### src/rtl/uart_pkg.sv
// Shared encodings for the UART TX queue: sequencer states, status word layout,
// and the start-handshake timeout.
package uart_pkg;

  typedef enum logic [1:0] {
    IDLE       = 2'd0,
    WAIT_START = 2'd1,
    WAIT_DONE  = 2'd2
  } seq_state_e;

  localparam int COUNT_LSB          = 0;
  localparam int EMPTY_BIT          = 8;
  localparam int FULL_BIT           = 9;
  localparam int OVF_BIT            = 10;
  localparam int BUSY_BIT           = 11;
  localparam int WAIT_START_TIMEOUT = 4;

  function automatic logic [31:0] status_word(input logic       busy,
                                              input logic       ovf,
                                              input logic       full,
                                              input logic       empty,
                                              input logic [7:0] cnt);
    logic [31:0] w;
    w                   = '0;
    w[COUNT_LSB +: 8]   = cnt;
    w[EMPTY_BIT]        = empty;
    w[FULL_BIT]         = full;
    w[OVF_BIT]          = ovf;
    w[BUSY_BIT]         = busy;
    return w;
  endfunction

endpackage

### src/rtl/sync_fifo.sv
// Synchronous FIFO with head-of-queue lookahead; push when full and pop when
// empty are ignored. Reusable for the RX side.
module sync_fifo #(
  parameter int WIDTH = 8,
  parameter int DEPTH = 16
) (
  input  logic                     clk,
  input  logic                     rst,
  input  logic                     push,
  input  logic                     pop,
  input  logic [WIDTH-1:0]         din,
  output logic [WIDTH-1:0]         dout,
  output logic                     full,
  output logic                     empty,
  output logic [$clog2(DEPTH):0]   count
);

  localparam int AW = $clog2(DEPTH);
  localparam logic [AW:0] FULL_CNT = (AW+1)'(DEPTH);

  logic [WIDTH-1:0] mem_q [DEPTH];
  logic [AW-1:0]    wr_ptr_q, wr_ptr_d, rd_ptr_q, rd_ptr_d;
  logic [AW:0]      count_q, count_d;
  logic             do_push, do_pop;

  always_comb begin
    do_push  = push && !full;
    do_pop   = pop && !empty;
    wr_ptr_d = do_push ? wr_ptr_q + AW'(1) : wr_ptr_q;
    rd_ptr_d = do_pop  ? rd_ptr_q + AW'(1) : rd_ptr_q;
    count_d  = count_q;
    if (do_push && !do_pop)      count_d = count_q + (AW+1)'(1);
    else if (do_pop && !do_push) count_d = count_q - (AW+1)'(1);
  end

  always_ff @(posedge clk) begin
    if (rst) begin
      wr_ptr_q <= '0;
      rd_ptr_q <= '0;
      count_q  <= '0;
    end else begin
      wr_ptr_q <= wr_ptr_d;
      rd_ptr_q <= rd_ptr_d;
      count_q  <= count_d;
    end
  end

  // Storage needs no reset: pointers alone define validity.
  always_ff @(posedge clk) begin
    if (do_push) mem_q[wr_ptr_q] <= din;
  end

  assign dout  = mem_q[rd_ptr_q];
  assign full  = (count_q == FULL_CNT);
  assign empty = (count_q == '0);
  assign count = count_q;

endmodule

### src/rtl/uart_tx_fifo.sv
// Bus-fed byte queue that launches bytes into UART_TX paced by its busy flag.
// Optional UART_TX_FIFO_IRQ_EN adds a registered drained-and-idle interrupt.
module uart_tx_fifo
  import uart_pkg::*;
#(
  parameter int          DEPTH       = 16,
  parameter logic [31:0] ADDR_DATA   = 32'h0000_0000,
  parameter logic [31:0] ADDR_STATUS = 32'h0000_0004
) (
  input  logic        clk,
  input  logic        rst,
  input  logic        mem_valid,
  input  logic [31:0] mem_addr,
  input  logic [3:0]  mem_wstrb,
  input  logic [31:0] mem_wdata,
  output logic        mem_ready,
  output logic [31:0] mem_rdata,
  output logic        tx_dv,
  output logic [7:0]  tx_byte,
  input  logic        tx_active_l,
  output logic        irq_empty
);

  localparam int AW    = $clog2(DEPTH);
  localparam int TMO_W = $clog2(WAIT_START_TIMEOUT + 1);
  localparam logic [TMO_W-1:0] TMO_LAST = TMO_W'(WAIT_START_TIMEOUT - 1);

  seq_state_e       state_q, state_d;
  logic [TMO_W-1:0] tmo_q, tmo_d;
  logic             mem_ready_q, mem_ready_d;
  logic [31:0]      mem_rdata_q, mem_rdata_d;
  logic             tx_dv_q, tx_dv_d;
  logic [7:0]       tx_byte_q, tx_byte_d;
  logic             ovf_q, ovf_d;

  logic             sel, acc, is_wr, wr_data, rd_status, push, pop, busy;
  logic             full, empty;
  logic [7:0]       head;
  logic [AW:0]      count;
  logic             unused_wdata;

  assign unused_wdata = ^mem_wdata[31:8];

  sync_fifo #(.WIDTH(8), .DEPTH(DEPTH)) u_fifo (
    .clk   (clk),
    .rst   (rst),
    .push  (push),
    .pop   (pop),
    .din   (mem_wdata[7:0]),
    .dout  (head),
    .full  (full),
    .empty (empty),
    .count (count)
  );

  // One action per access: only the cycle before the ready pulse acts.
  always_comb begin
    sel         = mem_valid && (mem_addr == ADDR_DATA || mem_addr == ADDR_STATUS);
    acc         = sel && !mem_ready_q;
    is_wr       = (mem_wstrb != 4'b0);
    wr_data     = acc && is_wr && (mem_addr == ADDR_DATA);
    rd_status   = acc && !is_wr && (mem_addr == ADDR_STATUS);
    push        = wr_data && !full;
    pop         = (state_q == IDLE) && !empty && tx_active_l;
    busy        = (state_q != IDLE) || !tx_active_l;
    mem_ready_d = acc;
    mem_rdata_d = rd_status ? status_word(busy, ovf_q, full, empty, 8'(count)) : '0;
    ovf_d       = (wr_data && full) ? 1'b1 : (rd_status ? 1'b0 : ovf_q);
  end

  always_ff @(posedge clk) begin
    if (rst) begin
      state_q <= IDLE;
      tmo_q   <= '0;
    end else begin
      state_q <= state_d;
      tmo_q   <= tmo_d;
    end
  end

  always_comb begin
    state_d = state_q;
    tmo_d   = '0;
    unique case (state_q)
      IDLE:       if (!empty && tx_active_l) state_d = WAIT_START;
      WAIT_START: begin
        // A core held in reset never goes active; give up without re-popping.
        if (!tx_active_l)           state_d = WAIT_DONE;
        else if (tmo_q == TMO_LAST) state_d = IDLE;
        else                        tmo_d   = tmo_q + TMO_W'(1);
      end
      WAIT_DONE:  if (tx_active_l) state_d = IDLE;
      default:    state_d = IDLE;
    endcase
  end

  always_comb begin
    tx_dv_d   = pop;
    tx_byte_d = pop ? head : tx_byte_q;
  end

  always_ff @(posedge clk) begin
    if (rst) begin
      mem_ready_q <= 1'b0;
      mem_rdata_q <= '0;
      tx_dv_q     <= 1'b0;
      tx_byte_q   <= '0;
      ovf_q       <= 1'b0;
    end else begin
      mem_ready_q <= mem_ready_d;
      mem_rdata_q <= mem_rdata_d;
      tx_dv_q     <= tx_dv_d;
      tx_byte_q   <= tx_byte_d;
      ovf_q       <= ovf_d;
    end
  end

  assign mem_ready = mem_ready_q;
  assign mem_rdata = mem_rdata_q;
  assign tx_dv     = tx_dv_q;
  assign tx_byte   = tx_byte_q;

`ifdef UART_TX_FIFO_IRQ_EN
  logic irq_q, irq_d, armed_q, armed_d, irq_set, irq_clr;

  // Armed by a launch so a never-used queue does not raise the interrupt.
  always_comb begin
    irq_clr = (acc && is_wr && (mem_addr == ADDR_DATA)) || rd_status;
    irq_set = armed_q && empty && (state_q == IDLE) && tx_active_l;
    armed_d = pop ? 1'b1 : (irq_set ? 1'b0 : armed_q);
    irq_d   = irq_clr ? 1'b0 : (irq_set ? 1'b1 : irq_q);
  end

  always_ff @(posedge clk) begin
    if (rst) begin
      irq_q   <= 1'b0;
      armed_q <= 1'b0;
    end else begin
      irq_q   <= irq_d;
      armed_q <= armed_d;
    end
  end

  assign irq_empty = irq_q;
`else
  assign irq_empty = 1'b0;
`endif

endmodule

### config.mk
export PLATFORM = sky130hd
export DESIGN_NAME = uart_tx_fifo
export DESIGN_NICKNAME = d
export VERILOG_FILES = /design/src/rtl/uart_pkg.sv /design/src/rtl/sync_fifo.sv /design/src/rtl/uart_tx_fifo.sv
export SDC_FILE = /design/constraint.sdc
export NUM_CORES = 1
export LEC_CHECK = 0
export BUFFER_PORTS_ARGS = -buffer_cell sky130_fd_sc_hd__clkbuf_2
export CAP_MARGIN = 20
export CORE_MARGIN = 4
export CORE_UTILIZATION = 59
export DETAILED_ROUTE_END_ITERATION = 12
export PLACE_DENSITY = 0.83
export SLEW_MARGIN = 10
export SYNTH_ARGS = -nofsm -noshare
export SYNTH_HDL_FRONTEND = slang
export SYNTH_SLANG_ARGS = --single-unit
### constraint.sdc
create_clock -name clk -period 8.51 [get_ports clk]
set_input_delay 1.702 -clock clk [delete_from_list [all_inputs] [get_ports clk]]
set_output_delay 1.702 -clock clk [all_outputs]
set_load 0.01 [all_outputs]
==> reports/results.txt, run 1 <==
Worst-Margin Slew - 832 ps
Hold Slack - 436 ps
CP Launch Point - mem_addr[7]
startpoint types - input port
vias per cell - 6.01
number of global-route vias before repair - 3,934
reg2reg start - u_fifo.count[1]
Simple-Gate Fraction of Synth Area - 0.0721
post_cts resized - 0
routed via count - 3,933
Die Area - 13,300 um^2
unrepaired setup endpoints after global routing - no
Post-Synth Adder-Cell Area - 0.0233
Crit Reg-Reg Endpoint - u_fifo.count[4]
Worst setup EP type - register
gr ovfl total - 0
top_reg_cell synth - edfxtp_1
Placeable Area - 11,000 um^2
Num CTS Buffers - 17
Slew Limit Fails - 0
die height - 115 um
number of hold buffers added after cts - 0
initial antenna violation count - 0
flip-flop and latch area - 4610 um^2
CP delay by family, top - simple AND/OR/NAND/NOR gates
# setup viols final - 0
hold crit path type - reg2reg
Final Cycle Share - 0.572
setup TNS - 0 ps
Cells after DPL - 619
Final Wtd Congestion - 0.829
reg2reg path depth - 11
Nets - 585
Skew-Pair Late Insertion Delay - 420 ps
first-pass GRT wire length - 20,700 um
Seq/Total Area, Yosys - 0.680
post-route insts no fill - 654
Max IR drop VDD - 0.000210 V
Cells after Synth - 420
post-route antenna net violation count - 0
Buffers on Ports - 66
pin count of the biggest net entering global routing - 36
layout cells sized above 1 - 0.304
XOR/XNOR Fraction of Synth Area - 0.00776
crit-path max cell delay - 860 ps
Worst Setup EP - u_fifo.count[4]
Multi-input gate area - 1930 um^2
postcts setup bufs - 0
Boundary Pins - 115
critical-path cell list - clkbuf_2 -> nor4_1 -> nand2_1 -> or4_1 -> inv_2 -> ha_1 -> inv_1 -> fa_1 -> a21o_1 -> a21oi_1 -> mux2i_1 -> mux2_2
static leakage power - 2.75 nW
crit path buf inv count - 3
synthesis-to-layout area growth - 16.0%
worst endpoint required time - 8810 ps
synthesized area per cell - 16.1 um^2
post-DR wirelength/cell - 20.4 um
drt pass-1 iters - 4
Mapped Area - 6770 um^2
die width - 115 um
min cycle time layout - 4870 ps
#FFs+latches synth - 166
clock sink total - 166
Initial Util - 0.614
Rel. slew slack - 0.441
dpl hpwl - 8520 um
synth warn - 0
Pwr Total - 2.08 mW
Cell variety after synth - 41
CTS tree - built
post-synthesis async set-or-reset flop share - 0
complex-gate fraction of the synthesized area - 0.0240
CTS Buffer Depth - 2
# fillers - 670
antenna cells - 0
number of enable flip-flop cells after synthesis - 128
DRC - 0
largest family of logic cells by synthesized area - multiplexers
Layout Skew - 7.71 ps
Cell Rows - 38
f_max - 205 MHz
DRT iter0 DRCs - 369
worst-path fanout max - 17
htree depth - 4
clock transition at the registers of the reported paths - 60 ps
CP max stage cell - or4_1
max-cap check violation count - 0
R2R Setup Slk - 4880 ps
P per Cell Area - 265 nW/um^2
WP depth - 12
Arr. time, crit path - 5170 ps
Root Driver - clkbuf_16
status - finished clean
post-synthesis mux area share - 0.143
wirelength, routed - 13,400 um
Hold Vio Cnt, Final - 0
CP Class - in2reg
All-Layer GR Usage - 0.214
==> cell usage after synthesis, types with 5 or more instances <==
cell	number	area, um^2
mux2i_1	20	200
buf_2	5	25.0
dfxtp_1	38	761
nor4_1	16	100
nand2_1	7	26.3
ha_1	11	138
xor2_1	5	43.8
clkbuf_1	16	60.1
nor2_1	18	67.6
or4_1	5	37.5
nand3_1	13	65.1
mux4_2	32	721
inv_1	16	60.1
edfxtp_1	128	3840
nor3_1	22	110
buf_4	24	180
o221ai_1	8	70.1
==> cell usage in the layout, fill, tap and decap left out, types with 11 or more instances in the layout <==
| cell type | n |
|---|---|
| nor4_1 | 14 |
| clkbuf_16 | 17 |
| mux4_2 | 32 |
| mux2i_1 | 20 |
| inv_1 | 16 |
| buf_4 | 18 |
| clkbuf_2 | 66 |
| conb_1 | 24 |
| ha_1 | 11 |
| edfxtp_1 | 128 |
| nand3_1 | 13 |
| dfxtp_1 | 37 |
| nor2_1 | 18 |
| nor3_1 | 22 |
==> per-stage QoR <==
stage	area, um^2	setup slack (ps)	utilization
2_1_floorplan	6860	3880	-
3_3_place_gp	7230	3370	0.656
3_5_place_dp	7230	3270	0.656
4_1_cts	7830	3680	0.709
5_1_grt	7860	3520	0.712
6_report	7860	3640	0.712
==> power by group <==
group,total (mW),switching [mW],internal (mW),leakage [nW]
clock network,0.758,0.318,0.440,0.285
registers,0.942,0.0367,0.905,1.46
logic,0.380,0.200,0.180,1.01
==> cell type report <==
cell class,count,area share
repair buffers,86,0.0621
clock buffers,18,0.0546
inverters,17,0.00812
clock inverters,14,0.0209
flip-flops and latches,166,0.586
well taps,140,0.0223
multi-input cells,213,0.246
==> layer usage <==
layer	part of all wire	wire (um)	vias up	global-route usage
li1	-	-	1757	-
met1	0.36	4870	1944	0.265
met2	0.52	6970	207	0.366
met3	0.094	1260	25	0.0642
met4	0.019	251	0	0.0665
met5	0	0	-	0
==> sequential cells by signal, summed over array words and instances (netlist names) <==
signal	count
mem_ready	1
u_fifo.wr_ptr_q	4
u_fifo.rd_ptr_q	4
mem_rdata	9
ovf_q	1
tx_dv	1
tx_byte	8
state_q	2
u_fifo.count	5
tmo_q	3
u_fifo.mem_q	128
==> worst min-delay path by stage <==
stage / end / startpoint / cells past startpoint / slack, ps
after CTS: tmo_q[0] / tmo_q[0] / 1 / 440
after global placement: tmo_q[0] / tmo_q[0] / 1 / 410
after global routing: tmo_q[0] / tmo_q[0] / 1 / 460
final: tmo_q[0] / tmo_q[0] / 1 / 440
after floorplan: tmo_q[0] / tmo_q[0] / 1 / 400
after detailed placement: tmo_q[0] / tmo_q[0] / 1 / 430
==> cell families (layout without fill, tap and decap cells) <==
kind of cell / Yosys count / count (layout)
adders and majority gates: 12 / 12
AOI/OAI and AO/OA: 22 / 22
xor gates and xnor gates: 6 / 6
and+or+nand+nor: 93 / 93
DFF: 166 / 166
muxes: 56 / 56
buffers and inverters: 64 / 135
other: 1 / 24
No activity file was read; power rests on OpenSTA's default activity.
==> run 2, diff against run 1 <==
--- a/config.mk
+++ b/config.mk
@@ -8,9 +8,9 @@
 export BUFFER_PORTS_ARGS = -buffer_cell sky130_fd_sc_hd__clkbuf_2
 export CAP_MARGIN = 20
 export CORE_MARGIN = 4
-export CORE_UTILIZATION = 59
+export CORE_UTILIZATION = 50
 export DETAILED_ROUTE_END_ITERATION = 12
-export PLACE_DENSITY = 0.83
+export PLACE_DENSITY = 0.75
 export SLEW_MARGIN = 10
 export SYNTH_ARGS = -nofsm -noshare
 export SYNTH_HDL_FRONTEND = slang
==> constraint.sdc (replaced) <==
create_clock -name clk -period 4.35 [get_ports clk]
set_input_delay 0.87 -clock clk [delete_from_list [all_inputs] [get_ports clk]]
set_output_delay 0.87 -clock clk [all_outputs]
set_load 0.01 [all_outputs]
==> run 2 against run 1 <==
Count of clock-buffer cells in the layout grew 2. Via count shrank 3.9%. Clock power grew 87%. Largest power group unchanged. Non-clock buffer count grew 1. Power grew 93%.
==> reports/results.txt, run 2 (synthesis results as in run 1) <==
status - finished clean
dpl hpwl - 8610 um (+1.0%)
gr ovfl total - 0 (unchanged)
Max IR drop VDD - 0.000402 V (+92%)
GRT Max-Usage Layer - met2
reg2reg path depth - 11 (unchanged)
max-cap check violation count - 0 (unchanged)
number of global-route vias before repair - 3,752 (-4.6%)
layout cells sized above 1 - 0.297 (-0.00641)
Worst setup EP type - register
# fillers - 1,004 (+50%)
worst-path fanout max - 5 (-12)
Buffers on Ports - 66 (unchanged)
worst endpoint required time - 4660 ps (-4150 ps)
reg2reg start - u_fifo.count[1]
# setup viols final - 0 (unchanged)
flip-flop count of the largest register after layout - 128 (unchanged)
post-DR wirelength/cell - 18.7 um (-8.3%)
sw power - 1.07 mW (+93%)
f_max - 277 MHz
Hold Slack - 438 ps (+1.92 ps)
part of the power in combinational logic - 0.173 (-0.010)
R2R Setup Slk - 1050 ps (-3830 ps)
met3 global-route usage - 0.0557 (-0.00846)
CP Class - in2reg
most frequent cells in the layout - edfxtp_1 (128), clkbuf_2 (66), dfxtp_1 (37)
Pint - 2.94 mW (+93%)
startpoint types - input port
met2 Track Usage GR - 0.285 (-0.0808)
initial antenna violation count - 0 (unchanged)
wirelength, routed - 12,900 um (-3.1%)
setup TNS - 0 ps (unchanged)
die width - 124 um (+8.0%)
Rel. slew slack - 0.224 (-0.217)
met1 Use GR - 0.221 (-0.0431)
htree depth - 4 (unchanged)
Final Wtd Congestion - 0.863 (+4.1%)
postcts setup bufs - 0 (unchanged)
hold path startpoint - tmo_q[0]
Worst-Margin Slew - 1160 ps (+330 ps)
Hold Vio Cnt, Final - 0 (unchanged)
hold crit path type - reg2reg
Placeable Area - 13,200 um^2 (+20%)
most common cell after layout, fill and taps aside - edfxtp_1
Multi-input gate area - 1920 um^2 (-0.65%)
number of hold buffers added after cts - 0 (unchanged)
DRT iter0 DRCs - 243 (-34%)
static leakage power - 2.74 nW (-0.34%)
pin count of the biggest net entering global routing - 35 (-2.8%)
synthesis-to-layout area growth - 16.1% (about the same)
Boundary Pins - 115 (unchanged)
post_cts resized - 0 (unchanged)
Arr. time, crit path - 3920 ps (-1250 ps)
CTS Buffer Depth - 2 (unchanged)
All-Layer GR Usage - 0.174 (-0.0400)
Layout Skew - 6.81 ps (-0.901 ps)
antenna cells - 0 (unchanged)
Root Driver - clkbuf_16
flip-flop and latch area - 4610 um^2 (unchanged)
Cell Rows - 42 (+11%)
die height - 124 um (+8.0%)
Reg power frac - 0.473 (+0.020)
first-pass GRT wire length - 20,500 um (-0.63%)
Crit Reg-Reg Endpoint - u_fifo.count[4]
min cycle time layout - 3610 ps
routed via count - 3,778 (-3.9%)
Nets - 586 (+0.17%)
Sw Share - 0.267 (about the same)
Initial Util - 0.511 (-0.103)
CTS tree - built
register with the most flip-flops - u_fifo.mem_q
clock transition at the registers of the reported paths - 60 ps (about the same)
Slew Limit Fails - 0 (unchanged)
drt pass-1 iters - 5 (+1)
Final Cycle Share - 0.830
clock sink total - 166 (unchanged)
unrepaired setup endpoints after global routing - no
Num CTS Buffers - 17 (unchanged)
Clk pwr share - 0.354 (-0.010)
hold path cells - 1 (unchanged)
P per Cell Area - 509 nW/um^2 (+93%)
vias per cell - 5.47 (-9.1%)
Hold Path End - tmo_q[0]
post-route antenna net violation count - 0 (unchanged)
Skew-Pair Late Insertion Delay - 420 ps (about the same)
DRC - 0 (unchanged)
Die Area - 15,500 um^2 (+17%)
[run 2: how the worst max path moves through the flow]
stage / from / end / slack, ps / depth (start not counted)
floorplan: mem_addr[7] / u_fifo.count[4] / 550 / 12
global placement: mem_addr[7] / u_fifo.count[4] / 360 / 12
detailed placement: mem_addr[7] / u_fifo.count[4] / 290 / 12
CTS: mem_addr[7] / u_fifo.count[4] / 740 / 12
global route: mem_addr[7] / u_fifo.count[4] / 400 / 12
finish: mem_addr[7] / u_fifo.count[4] / 740 / 12
[run 2: power groups by stage]
stage / combinational [mW] / clock [mW] / sequential [mW]
global route: 0.755 / 1.52 / 1.91
finish: 0.692 / 1.42 / 1.90
global placement: 0.674 / 0 / 1.93
CTS: 0.701 / 1.44 / 1.90
floorplan: 0.581 / 0 / 1.86
detailed placement: 0.696 / 0 / 1.93
[run 2: worst max-delay path, stage by stage]
cell and delay [ps]:
clkbuf_2 80, nor4_1 440, nand2_1 170, or4_1 600
inv_2 110, ha_1 160, inv_1 110, fa_1 410
a21o_1 200, a21oi_1 200, mux2i_1 230, mux2_2 340
[run 2: layer usage]
layer / vias up / share of wire
li1: 1754 / -
met1: 1831 / 0.41
met2: 176 / 0.49
met3: 17 / 0.080
met4: 0 / 0.013
met5: - / 0
[run 2: per-stage QoR]
step	setup WS [ps]	util	cells	total power, mW	instance area, um^2
2_1_floorplan	550	-	443	2.44	6860
3_5_place_dp	294	0.551	659	2.63	7290
5_1_grt	403	0.594	691	4.19	7860
4_1_cts	743	0.594	691	4.04	7860
3_3_place_gp	362	0.551	659	2.60	7290
6_report	739	0.594	691	4.00	7860
[run 2: cell type report]
type	count	share of cell area
sequential	166	0.586
multi-input combinational	213	0.244
inverter	17	0.00812
clock buffer	20	0.0568
tap	176	0.0280
clock inverter	12	0.0151
timing repair buffer	87	0.0621
==> run 3, diff against run 2 <==
==> constraint.sdc (replaced) <==
create_clock -name clk -period 3.2 [get_ports clk]
set_input_delay 0.64 -clock clk [delete_from_list [all_inputs] [get_ports clk]]
set_output_delay 0.64 -clock clk [all_outputs]
set_load 0.01 [all_outputs]
==> run 3 against run 2 <==
Die area unchanged. Worst hold slack got worse by 29 ps. Sequential power increased by 30%. Power increased by 40%. Count of clock-buffer cells in the layout increased by 1. First-iteration DRC count increased by 63%. Register-to-register slack got worse by 890 ps. Setup slack got worse by 580 ps. Critical path depth decreased by 1. Via count increased by 3.5%. Clock power increased by 38%. Sequential share of layout area decreased by 1.3 points. Critical endpoint unchanged. Largest cell class unchanged. Highest routed layer unchanged.
==> reports/results.txt, run 3 (synthesis results as in run 1) <==
CP Class - reg2reg
CTS Buffer Depth - 2 (unchanged)
# setup viols final - 0 (unchanged)
Initial Util - 0.511 (unchanged)
gr ovfl total - 0 (unchanged)
crit-path max cell delay - 570 ps (-30 ps)
Area after DPL - 7470 um^2 (+2.4%)
Layout Skew - 8.46 ps (+1.64 ps)
drt pass-1 iters - 4 (-1)
status - finished clean
Boundary Pins - 115 (unchanged)
number of global-route vias before repair - 3,989 (+6.3%)
first-pass GRT wire length - 21,700 um (+5.8%)
Finished Cell Area - 8040 um^2 (+2.3%)
clock sink total - 166 (unchanged)
most common cell after layout, fill and taps aside - edfxtp_1
synthesis-to-layout area growth - 18.7%
die height - 124 um (unchanged)
All-Layer GR Usage - 0.186 (+0.0115)
layout cells sized above 1 - 0.331 (+0.0337)
pin count of the biggest net entering global routing - 36 (+2.9%)
Final Cycle Share - 0.950
post-route insts no fill - 708 (+2.5%)
f_max - 329 MHz
post-DR wirelength/cell - 19.6 um (+4.5%)
Slew Limit Fails - 0 (unchanged)
hold crit path type - in2reg
Max IR drop VDD - 0.000561 V (+39%)
worst endpoint required time - 3510 ps (-1150 ps)
clock transition at the registers of the reported paths - 60 ps (about the same)
Root Driver - clkbuf_16
number of hold buffers added after cts - 0 (unchanged)
Arr. time, crit path - 3350 ps (-570 ps)
min cycle time layout - 3040 ps
P per Cell Area - 697 nW/um^2 (+37%)
# fillers - 973 (-3.1%)
Skew-Pair Late Insertion Delay - 420 ps (about the same)
Num CTS Buffers - 17 (unchanged)
wirelength, routed - 13,900 um (+7.1%)
Worst-Margin Slew - 815 ps (-347 ps)
Worst setup EP type - register
Placeable Area - 13,200 um^2 (unchanged)
CP delay by family, top - compound AO/OA/AOI/OAI gates
CP max stage cell - or4_4
startpoint types - register
crit path buf inv count - 2 (-1)
most frequent cells in the layout - edfxtp_1 (128), clkbuf_2 (66), buf_4 (39)
Cell Rows - 42 (unchanged)
worst-path fanout max - 4 (-1)
max-cap check violation count - 0 (unchanged)
Rel. slew slack - 0.456 (+0.232)
register with the most flip-flops - u_fifo.mem_q
Buffers on Ports - 66 (unchanged)
static leakage power - 2.84 nW (+3.4%)
Pwr Total - 5.60 mW (+40%)
routed via count - 3,911 (+3.5%)
flip-flop count of the largest register after layout - 128 (unchanged)
Hold Slack - 409 ps (-29.2 ps)
vias per cell - 5.52 (+1.0%)
htree depth - 4 (unchanged)
critical-path cell list - nor3_1 -> a311o_1 -> or4_4 -> inv_6 -> ha_4 -> inv_4 -> fa_2 -> a21o_1 -> a21oi_2 -> mux2i_1 -> mux2_2
Cells after DPL - 677 (+2.7%)
DRT iter0 DRCs - 395 (+63%)
Die Area - 15,500 um^2 (unchanged)
antenna cells - 0 (unchanged)
dpl hpwl - 8830 um (+2.7%)
Nets - 604 (+3.1%)
Hold Vio Cnt, Final - 0 (unchanged)
die width - 124 um (unchanged)
Final Wtd Congestion - 0.806 (-6.5%)
DRC - 0 (unchanged)
setup TNS - 0 ps (unchanged)
CTS tree - built
initial antenna violation count - 0 (unchanged)
unrepaired setup endpoints after global routing - no
post-route antenna net violation count - 0 (unchanged)
-- run 3: timing repair --
item                       4_1_cts  5_1_grt
buffers inserted                 0        0
gates resized for setup          0        2
setup endpoints to repair        0        1
-- run 3: area by class of cell --
cell class	instances	area, um^2	area share
Sequential cell	166	4610	0.573
Multi-Input combinational cell	213	1950	0.243
Timing Repair Buffer	105	623	0.0775
Clock buffer	21	440	0.0548
Tap cell	176	220	0.0274
Clock inverter	10	121	0.0151
Inverter	17	71.3	0.00887
-- run 3: layer usage --
metal / global-route usage / vias to the layer above / share of wire
li1: - / 1791 / -
met1: 0.221 / 1918 / 0.38
met2: 0.316 / 182 / 0.52
met3: 0.0639 / 20 / 0.082
met4: 0.0625 / 0 / 0.017
met5: 0 / - / 0
-- run 3: power breakdown --
group	switching (mW)	total (mW)	internal [mW]
Combinational	0.608	1.17	0.567
Sequential	0.0641	2.47	2.41
Clock	0.804	1.96	1.15
-- run 3: stage by stage --
| step | worst slack (ps) | utilization |
|---|---|---|
| floorplan | -58.7 | - |
| global placement | -223 | 0.564 |
| detailed placement | -261 | 0.564 |
| CTS | 0.589 | 0.607 |
| global route | 42.9 | 0.607 |
| finish | 160 | 0.607 |
-- run 3: worst register-to-register path, stage by stage (launching register included) --
cell,delay (ps)
dfxtp_2,360
nor3_1,70
a311o_1,390
or4_4,570
inv_6,90
ha_4,140
inv_4,50
fa_2,370
a21o_1,180
a21oi_2,140
mux2i_1,230
mux2_2,350
-- run 3: final timing paths --
kind / cells after the start / end / slack, ps / startpoint
worst min register to register: 1 / tmo_q[0] / 450 / tmo_q[0]
worst max register to register: 11 / u_fifo.count[4] / 160 / u_fifo.count[2]
worst min-delay path: 2 / state_q[1] / 410 / tx_active_l
worst max-delay path: 11 / u_fifo.count[4] / 160 / u_fifo.count[2]
